## src/rtl/ahb_pkg.sv

```systemverilog
`default_nettype none
// +----------------------------------------------------------------------+
// | ahb_pkg : AHB-Lite encodings and fetch-unit shared types             |
// | Revision: 1.0                                                        |
// +----------------------------------------------------------------------+
package ahb_pkg;

   localparam logic [1:0]  HTRANS_IDLE   = 2'b00;
   localparam logic [1:0]  HTRANS_NONSEQ = 2'b10;
   localparam logic [2:0]  HSIZE_WORD    = 3'b010;
   localparam logic [2:0]  HBURST_SINGLE = 3'b000;
   localparam logic [31:0] NOP_INSTR     = 32'h0000_0013;
   localparam int          ENTRY_W       = 65;

   typedef enum logic [1:0] {
      ST_FETCH    = 2'd0,
      ST_ERR_WAIT = 2'd1,
      ST_HALTED   = 2'd2
   } fetch_state_t;

   typedef struct packed {
      logic        fault;
      logic [31:0] pc;
      logic [31:0] instr;
   } fetch_entry_t;

endpackage
`default_nettype wire

```

## src/rtl/fetch_queue.sv

```systemverilog
`default_nettype none
// +----------------------------------------------------------------------+
// | fetch_queue : synchronous FIFO with flush for prefetched instructions|
// | Revision: 1.0                                                        |
// +----------------------------------------------------------------------+
module fetch_queue #(
   parameter int DEPTH = 4,
   parameter int WIDTH = 65
) (
   input  logic                         clk,
   input  logic                         reset_n,
   input  logic                         flush,
   input  logic                         push,
   input  logic [WIDTH-1:0]             push_data,
   input  logic                         pop,
   output logic [WIDTH-1:0]             head_data,
   output logic                         head_valid,
   output logic [$clog2(DEPTH+1)-1:0]   count
);

   localparam int PTR_W = $clog2(DEPTH);

   logic [WIDTH-1:0] mem [DEPTH];
   logic [PTR_W-1:0] wr_ptr;
   logic [PTR_W-1:0] rd_ptr;
   logic             do_push;
   logic             do_pop;

   assign do_push    = push && !flush;
   assign do_pop     = pop && (count != '0) && !flush;
   assign head_valid = (count != '0);
   assign head_data  = mem[rd_ptr];

   always_ff @(posedge clk or negedge reset_n) begin
      if (!reset_n) begin
         wr_ptr <= '0;
         rd_ptr <= '0;
         count  <= '0;
      end else if (flush) begin
         wr_ptr <= '0;
         rd_ptr <= '0;
         count  <= '0;
      end else begin
         if (do_push) wr_ptr <= wr_ptr + 1'b1;
         if (do_pop)  rd_ptr <= rd_ptr + 1'b1;
         case ({do_push, do_pop})
            2'b10:   count <= count + 1'b1;
            2'b01:   count <= count - 1'b1;
            default: count <= count;
         endcase
      end
   end

   // Storage is reset so the head reads as all-zero straight out of reset.
   always_ff @(posedge clk or negedge reset_n) begin
      if (!reset_n) begin
         for (int i = 0; i < DEPTH; i++) mem[i] <= '0;
      end else if (do_push) begin
         mem[wr_ptr] <= push_data;
      end
   end

endmodule
`default_nettype wire

```

## src/rtl/ahb_fetch_unit.sv

```systemverilog
`default_nettype none
// +----------------------------------------------------------------------+
// | ahb_fetch_unit : pipelined AHB-Lite instruction prefetcher           |
// | Revision: 1.0                                                        |
// +----------------------------------------------------------------------+
module ahb_fetch_unit
   import ahb_pkg::*;
#(
   parameter logic [31:0] RESET_VECTOR = 32'h0000_0000,
   parameter int          QUEUE_DEPTH  = 4,
   parameter logic [3:0]  FETCH_HPROT  = 4'b0010
) (
   input  logic                               clk,
   input  logic                               reset_n,
   input  logic                               redirect_valid,
   input  logic [31:0]                        redirect_pc,
   input  logic                               id_ready,
   output logic                               if_valid,
   output logic [31:0]                        if_pc,
   output logic [31:0]                        if_instr,
   output logic                               if_fault,
   output logic [$clog2(QUEUE_DEPTH+1)-1:0]   queue_count,
   output logic [31:0]                        HADDR,
   output logic [1:0]                         HTRANS,
   output logic [2:0]                         HSIZE,
   output logic [2:0]                         HBURST,
   output logic                               HWRITE,
   output logic [3:0]                         HPROT,
   output logic                               HMASTLOCK,
   output logic [31:0]                        HWDATA,
   input  logic [31:0]                        HRDATA,
   input  logic                               HREADY,
   input  logic                               HRESP
);

   fetch_state_t state, state_next;
   logic [31:0]  fetch_pc;
   logic         epoch;
   logic         hold_valid;
   logic [31:0]  hold_addr;
   logic         hold_epoch;
   logic         dp_valid;
   logic [31:0]  dp_pc;
   logic         dp_epoch;
   logic         issue;
   logic         addr_epoch;
   logic         credit_ok;
   logic         err_first;
   logic         dp_current;
   logic         push;
   fetch_entry_t push_entry;
   fetch_entry_t head_entry;
   logic         unused_pc_bits;

   assign HSIZE          = HSIZE_WORD;
   assign HBURST         = HBURST_SINGLE;
   assign HWRITE         = 1'b0;
   assign HMASTLOCK      = 1'b0;
   assign HWDATA         = '0;
   assign HPROT          = FETCH_HPROT;
   assign unused_pc_bits = ^redirect_pc[1:0];

   assign credit_ok  = (int'(queue_count) + int'(dp_valid)) < QUEUE_DEPTH;
   assign err_first  = dp_valid && HRESP && !HREADY;
   assign dp_current = dp_valid && (dp_epoch == epoch) && !redirect_valid;
   assign push       = dp_current && HREADY;

   // A stalled address phase must stay on the bus even across a redirect.
   always_comb begin
      issue      = 1'b0;
      HADDR      = fetch_pc;
      addr_epoch = epoch;
      if (hold_valid) begin
         issue      = 1'b1;
         HADDR      = hold_addr;
         addr_epoch = hold_epoch;
      end else if (state == ST_FETCH && credit_ok) begin
         issue = 1'b1;
      end
      if (!reset_n) issue = 1'b0;
   end

   assign HTRANS = issue ? HTRANS_NONSEQ : HTRANS_IDLE;

   always_comb begin
      push_entry.fault = HRESP;
      push_entry.pc    = dp_pc;
      push_entry.instr = HRESP ? NOP_INSTR : HRDATA;
   end

   always_comb begin
      state_next = state;
      case (state)
         ST_FETCH: begin
            if (err_first)                       state_next = ST_ERR_WAIT;
            else if (dp_valid && HRESP && HREADY) state_next = dp_current ? ST_HALTED : ST_FETCH;
         end
         ST_ERR_WAIT: begin
            if (HREADY) state_next = dp_current ? ST_HALTED : ST_FETCH;
         end
         ST_HALTED: begin
            if (redirect_valid) state_next = ST_FETCH;
         end
         default: state_next = ST_FETCH;
      endcase
   end

   // On redirect, in-flight tags take the old epoch so they never match again.
   always_ff @(posedge clk or negedge reset_n) begin
      if (!reset_n) begin
         state      <= ST_FETCH;
         fetch_pc   <= RESET_VECTOR;
         epoch      <= 1'b0;
         hold_valid <= 1'b0;
         hold_addr  <= '0;
         hold_epoch <= 1'b0;
         dp_valid   <= 1'b0;
         dp_pc      <= '0;
         dp_epoch   <= 1'b0;
      end else begin
         state <= state_next;
         if (redirect_valid) begin
            fetch_pc <= {redirect_pc[31:2], 2'b00};
            epoch    <= ~epoch;
         end else if (issue && HREADY && (addr_epoch == epoch)) begin
            fetch_pc <= fetch_pc + 32'd4;
         end
         if (HREADY) begin
            hold_valid <= 1'b0;
            dp_valid   <= issue;
            dp_pc      <= HADDR;
            dp_epoch   <= redirect_valid ? epoch : addr_epoch;
         end else begin
            if (redirect_valid) dp_epoch <= epoch;
            if (err_first) begin
               hold_valid <= 1'b0;
            end else if (issue) begin
               hold_valid <= 1'b1;
               hold_addr  <= HADDR;
               hold_epoch <= redirect_valid ? epoch : addr_epoch;
            end
         end
      end
   end

   fetch_queue #(
      .DEPTH (QUEUE_DEPTH),
      .WIDTH (ENTRY_W)
   ) u_queue (
      .clk        (clk),
      .reset_n    (reset_n),
      .flush      (redirect_valid),
      .push       (push),
      .push_data  (push_entry),
      .pop        (id_ready),
      .head_data  (head_entry),
      .head_valid (if_valid),
      .count      (queue_count)
   );

   assign if_pc    = head_entry.pc;
   assign if_instr = head_entry.instr;
   assign if_fault = head_entry.fault;

endmodule
`default_nettype wire

```

## config.mk

```make
export PLATFORM = sky130hd
export DESIGN_NAME = ahb_fetch_unit
export DESIGN_NICKNAME = d
export VERILOG_FILES = /design/src/rtl/ahb_pkg.sv /design/src/rtl/fetch_queue.sv /design/src/rtl/ahb_fetch_unit.sv
export SDC_FILE = /design/constraint.sdc
export NUM_CORES = 1
export LEC_CHECK = 0
export CAP_MARGIN = 20
export CELL_PAD_IN_SITES_DETAIL_PLACEMENT = 2
export CELL_PAD_IN_SITES_GLOBAL_PLACEMENT = 2
export CORE_AREA = 2 2 189 228
export DETAILED_ROUTE_END_ITERATION = 6
export DIE_AREA = 0 0 191 230
export GPL_TIMING_DRIVEN = 0
export HOLD_SLACK_MARGIN = 0.1
export PLACE_DENSITY = 0.95
export SLEW_MARGIN = 20
export SYNTH_ARGS = -nofsm -noshare
export SYNTH_HDL_FRONTEND = slang
export SYNTH_SLANG_ARGS = --single-unit
```

## constraint.sdc

```tcl
create_clock -name clk -period 6.27 [get_ports clk]
set_input_delay 0.627 -clock clk [delete_from_list [all_inputs] [get_ports clk]]
set_output_delay 0.627 -clock clk [all_outputs]
set_load 0.01 [all_outputs]
```

Yosys cells after proc, flatten, opt, wreduce, memory -nomap -nowiden
Cells that the tools add are included.

cells by class
  equal/unequal tests = 9
  mux-type cells = 33
  shifts and indexed selects = 0
  add/subtract/negate cells = 6
  div/mod/pow operators = 0
  bitwise logic cells = 5
  order comparisons = 4
  multiply operators = 0
  reduce and logical (&&, ||, !) cells = 25

operator list
  cell                                                                   count
  260-bit bitwise mux                                                    1
  65-bit two-way mux                                                     3
  65-bit binary-select mux with 2-bit select                             1
  65-bit demux with 2-bit select                                         1
  32-bit two-way mux                                                     4
  32-bit by 3-bit adder with 32-bit output (second input constant)       1
  2-bit two-way mux                                                      10
  1-bit logical AND                                                      13
  1-bit two-way mux                                                      10
  3-bit nonzero test                                                     3
  2-bit nonzero test                                                     4
  3-bit greater-or-equal comparator (second input constant)              2
  2-bit inverter with 3-bit output                                       2
  2-bit one-hot mux with 3 select lines                                  1
  3-bit one-hot mux with 2 select lines                                  1
  3-bit AND reduction                                                    2
  2-bit by 1-bit adder with 2-bit output (second input constant)         2
  3-bit by 1-bit adder with 4-bit output                                 1
  2-bit by 1-bit == test with 1-bit output (second input constant)       2
  2-bit == test (second input constant)                                  2
  4-bit by 3-bit < comparator with 1-bit output (second input constant)  1
  2-bit inequality test (second input constant)                          2
  3-bit by 1-bit adder with 3-bit output (second input constant)         1
  3-bit by 1-bit < comparator with 1-bit output (second input constant)  1
  other kinds (7)                                                        11

storage, ports and cells
  output and inout bits = 147
  RAM bits = 0
  ROM bits = 0
  logic and storage cells = 98
  memories kept = 0
  latch bits = 0
  register bits = 370
  input bits = 70

Longest topological paths before layout
  depth in word-level cells = 10
  depth in mapped cells = 10
  depth with buffers taken out = 8

Modules after synthesis
From an unflattened synthesis, not the netlist that was laid out.

second synthesis, totals
  cells, all modules = 1271
  area total of the unflattened synthesis = 17130.2 µm²

modules (own cells, without submodules)
  module          cells each  times used  sequential area each (µm²)  area each (µm²)
  fetch_queue     680         1           6681.4                      11761.3
  ahb_fetch_unit  591         1           2527.4                      5368.9

Worst setup path before layout
Ideal clock, no wire load.

  path kind = register to output
  start point = register u_queue.rd_ptr[0]
  end point = output port if_pc[10]
  path buffers = 3
  slack = 3.815 ns
  data required time = 5.643 ns
  data arrival time = 1.828 ns
  stages on the path, launching flop included = 5
  cells stage by stage = dfrtp_1 -> clkbuf_1 -> clkbuf_1 -> buf_2 -> mux4_2

on the way
  longest elaborated chain between the ends = 4

ends and longest elaborated chain
  what                                                    line                  source
  from (decl)                                             fetch_queue.sv:25     logic [PTR_W-1:0] rd_ptr;
  from (signal assigned)                                  fetch_queue.sv:45     if (do_pop) rd_ptr <= rd_ptr + 1'b1;
  2-bit inverter with 3-bit output (not written as such)  fetch_queue.sv:32     assign head_data = mem[rd_ptr];
  65-bit binary-select mux with 2-bit select              fetch_queue.sv:32
  65-bit two-way mux (not written as such) (2 in series)  fetch_queue.sv:32
  to (decl)                                               ahb_fetch_unit.sv:19  output logic [31:0] if_pc,

Every way passes these cells. The select of a mux whose other input is x is not followed.

Worst setup path after layout
  start point = register u_queue.rd_ptr[0]
  end point = output port if_pc[18]

The elaborated chain is that of the path after synthesis.

==> results.yml <==
worst_setup_path:
  arrival_ns: 3.39
  critPathCaptureType: "primary output"
  cp_slowest_cell: "clkbuf_1"
  worstSetupStartpointType: "flip-flop"
  timing.setup.critical_path_class: "flip-flop to primary output"
  cp_slowest_stage_delay_ns: 0.71
  required_ns: 5.64
  cp_common_cell: "clkbuf_1"
  path_cells: "clkbuf_1, clkbuf_1, buf_2, mux4_2, clkdlybuf4s50_1"
  crit_buf_inv: 4
  crit_path_max_fanout: 10
  cpLargestDelayFamily: "buffers and inverters"
final_layout:
  n_antenna_cell: 0
  regArea_um2: 9210
  area_delta_synth_final_pct: 24.6
  layout-drive-gt1-share_pct: 20.7
  fillers: 4082
  fin_nets: 1727
  multiInputGateArea_um2: 6630
  finish.utilization_pct: 49.6
timing:
  fin_skew_ns: 0.0224
  fmax_mhz: 249
  finalSetupViolCount: 0
  hold_viol_final: 0
  worst_slew_pin_slew_ns: 1.01
  slew_headroom_pct: 32.6
  rsz0062_at_grt: "no"
  layout_setup_ws_ns: 2.25
  finalSetupTns_ns: 0
  fin_crit_sh_pct: 64.1
  fin_crit_ns: 4.02
  maxSlewViolCount: 0
  holdWs_ns: 0.0770
synth:
  ys_ff_latch: 368
  netlist_instances: 1395
  synth_top_family_by_area: "multiplexers"
  ys_types: 48
  synth_top_area_share_pct: 55.6
  synthAdderAreaFrac_pct: 0.499
  ys_async_sr_fraction_pct: 100
  syn_area_um2: 16600
  synth_warnings: 0
  synth_area_leaders: "dfrtp_1, mux2_2, mux4_2"
  synth-compound-area-share_pct: 7.76
  synthFlopType: "dfrtp_1"
  synth-xor-area-share_pct: 1.53
  synthMuxAreaShare_pct: 20.2
  yosysTopAreaCell: "dfrtp_1"
  seq_area_frac_synth_pct: 55.6
  syn_area_per_cell_um2: 11.9
  synth_edf_count: 0
  synth-simple-area-share_pct: 9.03
die:
  dieWidth_um: 191
  dieArea_um2: 43900
  core_um2: 41600
  initial_core_util_pct: 39.8
  ios: 217
  die_h_um: 230
  rows: 82
place:
  gp_congestion: 0.781
  port_buffers: 168
  post-place-ws_ns: 2.52
  hpwl_um: 37800
power_and_ir_drop:
  p_leak_nw: 9.14
  power.density_nw_per_um2: 439
  finalPower_mw: 9.05
  irDropWorstVdd_uv: 201
drt:
  drtPass1Iterations: 5
  totalWireLength_um: 57800
  drt_iter0_drc: 755
  route.antenna.remaining_nets: 0
  viasPerCell: 5.50
  dr_total_vias: 12300
  drc: 0
  wl_per_cell_um: 25.9
global_route:
  antenna_found_initial: 0
  grt_pass1_wl_um: 89900
  grt_pass1_vias: 14600
  grt.total_usage_pct: 27.0
  grt_max_degree: 107
  overflow: 0
clocking:
  clkSinkCount: 368
  htreeDepth: 2
  cts_root_buffer: "clkbuf_16"
  clk_latency_ns: 0.55
  cts_resized: 0
  holdBufCountCts: 0
  clk_pin_slew_ns: 0.06
  post_cts.repair.setup_buffers: 0
  cts_buffer_depth: 3
  cts_buffers: 40
  cts_tree: "done"
outcome:
  status: "complete, no violations"
hold_path:
  hold_path.class: "input port to asynchronous set/reset pin"
run:
  drv_cap: 0
-- metal layers --
metal	up-vias	GRT usage [%]	wire, um
li1	5271	-	-
met1	6511	31.0	21800
met2	346	50.5	31800
met3	131	3.30	1930
met4	0	10.7	2190
met5	-	0	0
-- report_power, final --
part           internal, mW  switching [mW]  total [mW]  leakage (nW)
Combinational          1.49            1.44        2.94          3.61
Sequential             3.01           0.507        3.52          4.80
Clock                  1.59            1.01        2.60         0.720
Total                  6.09            2.96        9.05          9.14
-- synthesized netlist by cell type, types with 32 or more instances --
cell type    n
dfrtp_1    368
nand2_1    194
o21ai_0    181
mux2_2     139
mux4_2      65
clkbuf_1    60
nor2_1      53
buf_4       46
inv_1       38
a21oi_1     36
mux2i_1     32
nand2b_1    32
-- registers in the layout (all words and copies together), names as in the netlist, 2 cells and up --
| name | count |
|---|---|
| u_queue.mem | 260 |
| dp_pc | 32 |
| hold_addr | 32 |
| fetch_pc | 30 |
| u_queue.count | 3 |
| state | 2 |
| u_queue.rd_ptr | 2 |
| u_queue.wr_ptr | 2 |
-- cells by family after synthesis --
family          Yosys count
simple gates            335
buf+inv                 176
mux                     236
xor+xnor                 29
flops                   368
compound gates          243
other cells               2
fa+ha+maj                 6
-- placed cells by master, fill, tap and decap left out, drive strengths merged, types with 8 or more instances in the layout --
cell type      count
clkbuf           124
inv               41
nand2            195
conb              45
o31ai              8
a31oi              8
clkdlybuf4s50    167
nor2              53
xnor2             22
o21ai            181
mux2             139
a21oi             36
dfrtp            368
mux2i             32
nor3              12
mux4              65
buf               81
nand2b            32
-- per-stage QoR --
step           instances  area [um^2]
2_1_floorplan       1438        16700
3_3_place_gp        2152        19100
3_5_place_dp        2155        19200
4_1_cts             2228        20600
5_1_grt             2228        20600
6_report            2228        20600
-- cell type report --
class,count,area share [%]
Multi-Input combinational cell,894,32.2
Buffer,137,3.51
Timing Repair Buffer,171,8.58
Inverter,39,0.710
Tap cell,546,3.31
Clock buffer,64,6.32
Clock inverter,9,0.752
Sequential cell,368,44.7
-- path summary, 6_finish.rpt --
check | start | end | slack, ns | cells past startpoint
hold / removal | reset_n | u_queue.mem[157] | 0.08 | 1
hold reg to reg | u_queue.mem[138] | u_queue.mem[138] | 0.48 | 2
max in group asynchronous | reset_n | hold_addr[30] | 4.73 | 3
setup / recovery | u_queue.rd_ptr[0] | if_pc[18] | 2.25 | 5
min in group clk | u_queue.mem[138] | u_queue.mem[138] | 0.48 | 2
setup reg to reg | epoch | u_queue.mem[145] | 3.26 | 8
No activity file was read; power rests on OpenSTA's default activity.
